### config.mk
export PLATFORM = sky130hd
export DESIGN_NAME = silly_chk_settle_timer
export DESIGN_NICKNAME = d
export VERILOG_FILES = /design/src/rtl/silly_resp_checker_settle_timer.sv
export SDC_FILE = /design/constraint.sdc
export NUM_CORES = 1
export LEC_CHECK = 0
export CAP_MARGIN = 20
export CORE_AREA = 2 2 39 41
export CTS_BUF_LIST = sky130_fd_sc_hd__clkbuf_8 sky130_fd_sc_hd__clkbuf_16
export DETAILED_ROUTE_END_ITERATION = 8
export DIE_AREA = 0 0 41 43
export GPL_ROUTABILITY_DRIVEN = 0
export PLACE_DENSITY = 0.5
export SLEW_MARGIN = 40
export SYNTH_ARGS = -nofsm -noshare
export SYNTH_HDL_FRONTEND = slang
export SYNTH_SLANG_ARGS = --single-unit
### constraint.sdc
create_clock -name clk -period 1.85 [get_ports clk]
set_input_delay 0.4625 -clock clk [delete_from_list [all_inputs] [get_ports clk]]
set_output_delay 0.4625 -clock clk [all_outputs]
set_load 0.01 [all_outputs]
### src/rtl/silly_resp_checker_settle_timer.sv
// Loadable 4-bit down-counter that times the settle window before sampling y/z.
module silly_chk_settle_timer (
  input  logic       clk,
  input  logic       reset_n,
  input  logic       clear,
  input  logic       load,
  input  logic [3:0] load_val,
  input  logic       run,
  output logic [3:0] value,
  output logic       expire
);

  logic [3:0] cnt;

  always_ff @(posedge clk or negedge reset_n) begin
    if (!reset_n) begin
      cnt <= '0;
    end else if (clear) begin
      cnt <= '0;
    end else if (load) begin
      cnt <= load_val;
    end else if (run && cnt != 4'd0) begin
      cnt <= cnt - 4'd1;
    end
  end

  assign value  = cnt;
  assign expire = (cnt == 4'd1);

endmodule

==> metrics.txt, run 1 <==
# TYPE chip_impl_metric gauge
chip_impl_metric{name="track_usage",unit=""} 0.1241
chip_impl_metric{name="timing.final.setup_violations",unit=""} 0
chip_impl_info{name="cts_tree",value="yes"} 1
chip_impl_info{name="worstHoldPathType",value="primary input to asynchronous set/reset pin"} 1
chip_impl_metric{name="drc",unit=""} 0
chip_impl_metric{name="powerDensity",unit="nW/um2"} 740.0
chip_impl_metric{name="chipHeight",unit="um"} 43
chip_impl_metric{name="final_net_count",unit=""} 66
chip_impl_metric{name="detailed_place.area",unit="um2"} 499.2
chip_impl_metric{name="grtUsageMet3",unit=""} 0.04712
chip_impl_info{name="worst_setup_path_startpoint",value="value[1]$_DFFE_PN0P_"} 1
chip_impl_metric{name="fin_crit",unit="ns"} 1.712
chip_impl_metric{name="clock.fmax",unit="MHz"} 584.1
chip_impl_metric{name="timing_max_transition_violations_final",unit=""} 0
chip_impl_metric{name="largest_register_ff_count",unit=""} 4
chip_impl_info{name="cp-end-kind",value="primary output"} 1
chip_impl_metric{name="fin_crit_sh",unit=""} 0.9254
chip_impl_info{name="yosys-top-cells-count",value="dfrtp_1 (4), nor2_1 (4), ha_1 (3), inv_1 (3)"} 1
chip_impl_metric{name="met1_usage",unit=""} 0.1732
chip_impl_metric{name="detailroute.via_count",unit=""} 319
chip_impl_metric{name="postSynthRegisterBits",unit=""} 4
chip_impl_info{name="result_of_the_run",value="finished, final reports clean"} 1
chip_impl_metric{name="worst_path_largest_cell_delay",unit="ns"} 0.37
chip_impl_info{name="most_instantiated_flip_flop_cell_in_the_synthesis_netlist",value="dfrtp_1"} 1
chip_impl_metric{name="report.final.hold_viol_count",unit=""} 0
chip_impl_info{name="critPathKind",value="flip-flop to primary output"} 1
chip_impl_metric{name="post_cts_hold_buffer_count",unit=""} 0
chip_impl_metric{name="fill_cells",unit=""} 138
chip_impl_metric{name="drt_pre_antenna_iters",unit=""} 4
chip_impl_info{name="setup_repair_after_global_routing_missed_its_margin",value="no"} 1
chip_impl_metric{name="post_synth_num_cell_types",unit=""} 18
chip_impl_metric{name="iteration_0_drc_markers",unit=""} 2
chip_impl_info{name="critical_path.top_delay_family",value="flip-flops"} 1
chip_impl_metric{name="finish.utilization",unit=""} 0.3897
chip_impl_metric{name="cp_data_required_time",unit="ns"} 1.39
chip_impl_info{name="worst_path_max_delay_cell",value="dfrtp_1"} 1
chip_impl_metric{name="worst_slew_margin",unit=""} 0.8176
chip_impl_metric{name="place.port_buffers",unit=""} 13
chip_impl_metric{name="met2_usage_grt",unit=""} 0.1531
chip_impl_metric{name="floorplan.core_area",unit="um2"} 1384
chip_impl_info{name="worst_r2r_startpoint",value="value[0]$_DFFE_PN0P_"} 1
chip_impl_metric{name="post-cts-setup-buffer-count",unit=""} 0
chip_impl_metric{name="grt_pass1_vias",unit=""} 301
chip_impl_metric{name="ys_async_sr_fraction",unit=""} 1.000
chip_impl_metric{name="cts_resized",unit=""} 1
chip_impl_metric{name="cts_made_buffers",unit=""} 3
chip_impl_info{name="start_kind",value="flip-flop"} 1
chip_impl_metric{name="syn_inst",unit=""} 31
chip_impl_metric{name="pin_slew_with_the_least_headroom_to_its_limit",unit="ns"} 0.2727
chip_impl_metric{name="cp.arrival",unit="ns"} 1.25
chip_impl_metric{name="syn-cell-area",unit="um2"} 311.5
chip_impl_metric{name="p_leak",unit="nW"} 0.2250
chip_impl_metric{name="finalWirelength",unit="um"} 800
chip_impl_metric{name="grt_pass1_wl",unit="um"} 1380
chip_impl_metric{name="cts_max_level",unit=""} 1
chip_impl_metric{name="grt_antenna_before_repair",unit=""} 0
chip_impl_metric{name="grt_max_degree",unit=""} 7
chip_impl_metric{name="critical_path_peak_fanout",unit=""} 3
chip_impl_metric{name="yosysSeqAreaShare",unit=""} 0.3213
chip_impl_metric{name="syn_area_per_cell",unit="um2"} 10.05
chip_impl_metric{name="synth_warnings",unit=""} 0
chip_impl_info{name="grt_most_used_layer",value="met1"} 1
chip_impl_metric{name="final_cell_area",unit="um2"} 539.3
chip_impl_metric{name="die_w",unit="um"} 41
chip_impl_metric{name="drive_above_1_share",unit=""} 0.2308
chip_impl_info{name="dominant_cells_by_area_after_synthesis",value="dfrtp_1 (32%), ha_1 (12%), a2111oi_4 (8.8%), nor2_1 (4.8%), nor3b_1 (4.8%)"} 1
chip_impl_metric{name="antenna_violating_nets_post_route",unit=""} 0
chip_impl_metric{name="clock_tree.buffer_depth",unit=""} 2
chip_impl_metric{name="num_antenna_cells",unit=""} 0
chip_impl_metric{name="detailedPlacementHpwl",unit="um"} 639.9
chip_impl_metric{name="grt_residual_overflow",unit=""} 0
chip_impl_metric{name="cts_num_sinks",unit=""} 4
chip_impl_metric{name="layout-area-overhead-vs-synth",unit="%"} 73.09
chip_impl_metric{name="avgViaCountPerCell",unit=""} 4.691
chip_impl_metric{name="skew_pair_late_insertion_delay",unit="ns"} 0.22
chip_impl_metric{name="cts.reportedPaths.clkPinSlew",unit="ns"} 0.03
chip_impl_metric{name="syn_nets",unit=""} 43
chip_impl_info{name="netlist.top_cell.by_area",value="dfrtp_1"} 1
chip_impl_metric{name="critPathBufInv",unit=""} 2
chip_impl_info{name="clk_root_buffer_cell",value="clkbuf_8"} 1
chip_impl_metric{name="irDropWorstVdd",unit="V"} 0.0005658
chip_impl_metric{name="dp_slack",unit="ns"} 0.07690
chip_impl_metric{name="area_share_of_the_leading_cell_type_in_the_synthesized_netlist",unit=""} 0.3213
chip_impl_metric{name="standard_cell_row_count",unit=""} 14
chip_impl_metric{name="setup_total_negative_slack",unit="ns"} 0
chip_impl_metric{name="initial_utilization",unit=""} 0.2251
chip_impl_metric{name="route.detailed.wl_per_inst",unit="um"} 11.76
chip_impl_info{name="crit_chain",value="inv_1, ha_1, nor3b_1, dlygate4sd2_1"} 1
chip_impl_metric{name="design.portCount",unit=""} 14
chip_impl_metric{name="synth-edff-count",unit=""} 0
chip_impl_metric{name="clock-skew-final",unit="ns"} 0.002939
chip_impl_metric{name="worst_slack",unit="ns"} 0.1380
chip_impl_metric{name="max_cap_viols",unit=""} 0
chip_impl_metric{name="die_area",unit="um2"} 1763
[logic make-up (layout without fill, tap and decap cells)]
family,Yosys count,after routing,synth area share
buf+inv,3,24,0.03614
flops,4,4,0.3213
compound gates,6,6,0.2169
simple gates,14,14,0.2731
mux,1,1,0.03213
fa+ha+maj,3,3,0.1205
[final cells by class]
| class | count | area (um2) | area share |
|---|---|---|---|
| repair buffers | 18 | 166.4 | 0.3086 |
| flip-flops and latches | 4 | 100.1 | 0.1856 |
| well taps | 16 | 20.02 | 0.03712 |
| inverters | 3 | 11.26 | 0.02088 |
| clock buffers | 3 | 41.29 | 0.07657 |
| multi-input cells | 24 | 200.2 | 0.3712 |
[layout by cell type, fill, tap and decap left out, types with 2 or more instances in the layout]
master,count
clkdlybuf4s50_1,12
buf_4,5
nor3b_1,2
ha_1,3
dfrtp_1,4
nor2_1,4
nand3_1,2
inv_1,2
clkbuf_8,3
nand2_1,2
[path summary, 6_finish.rpt]
check	endpoint	slack [ns]	cells after the start
setup reg to reg	value[1]$_DFFE_PN0P_	0.16	5
min in group clk	value[0]$_DFFE_PN0P_	0.69	3
setup / recovery	expire	0.14	4
hold / removal	value[1]$_DFFE_PN0P_	0.44	1
hold reg to reg	value[0]$_DFFE_PN0P_	0.69	3
max in group asynchronous	value[0]$_DFFE_PN0P_	1.24	1
[layer usage]
metal  share of wire  vias to the layer above  wire, um
li1                -                      161         -
met1            0.50                      146       396
met2            0.44                       10       350
met3           0.055                        2        44
met4           0.010                        0         8
met5               0                        -         0
[power by group]
group	switching, mW	internal (mW)
clock network	0.0417	0.138
logic	0.0513	0.0650
registers	0.00728	0.0955
total	0.100	0.299
[per-stage QoR]
| stage | hold slack (ns) | instances | total power, mW |
|---|---|---|---|
| after floorplan | 0.1669 | 31 | 0.1559 |
| after global placement | 0.6773 | 65 | 0.2201 |
| after detailed placement | 0.6762 | 65 | 0.2214 |
| after CTS | 0.4465 | 68 | 0.4064 |
| after global routing | 0.4585 | 68 | 0.4318 |
| final | 0.4444 | 68 | 0.3991 |
(Power assumes the default switching activity.)
==> inputs of run 2 (changes only) <==
ABC_CLOCK_PERIOD_IN_PS = 1850   (was default)
==> results of run 2 <==
No change in the layout: final DEF, timing and power equal those of run 1.
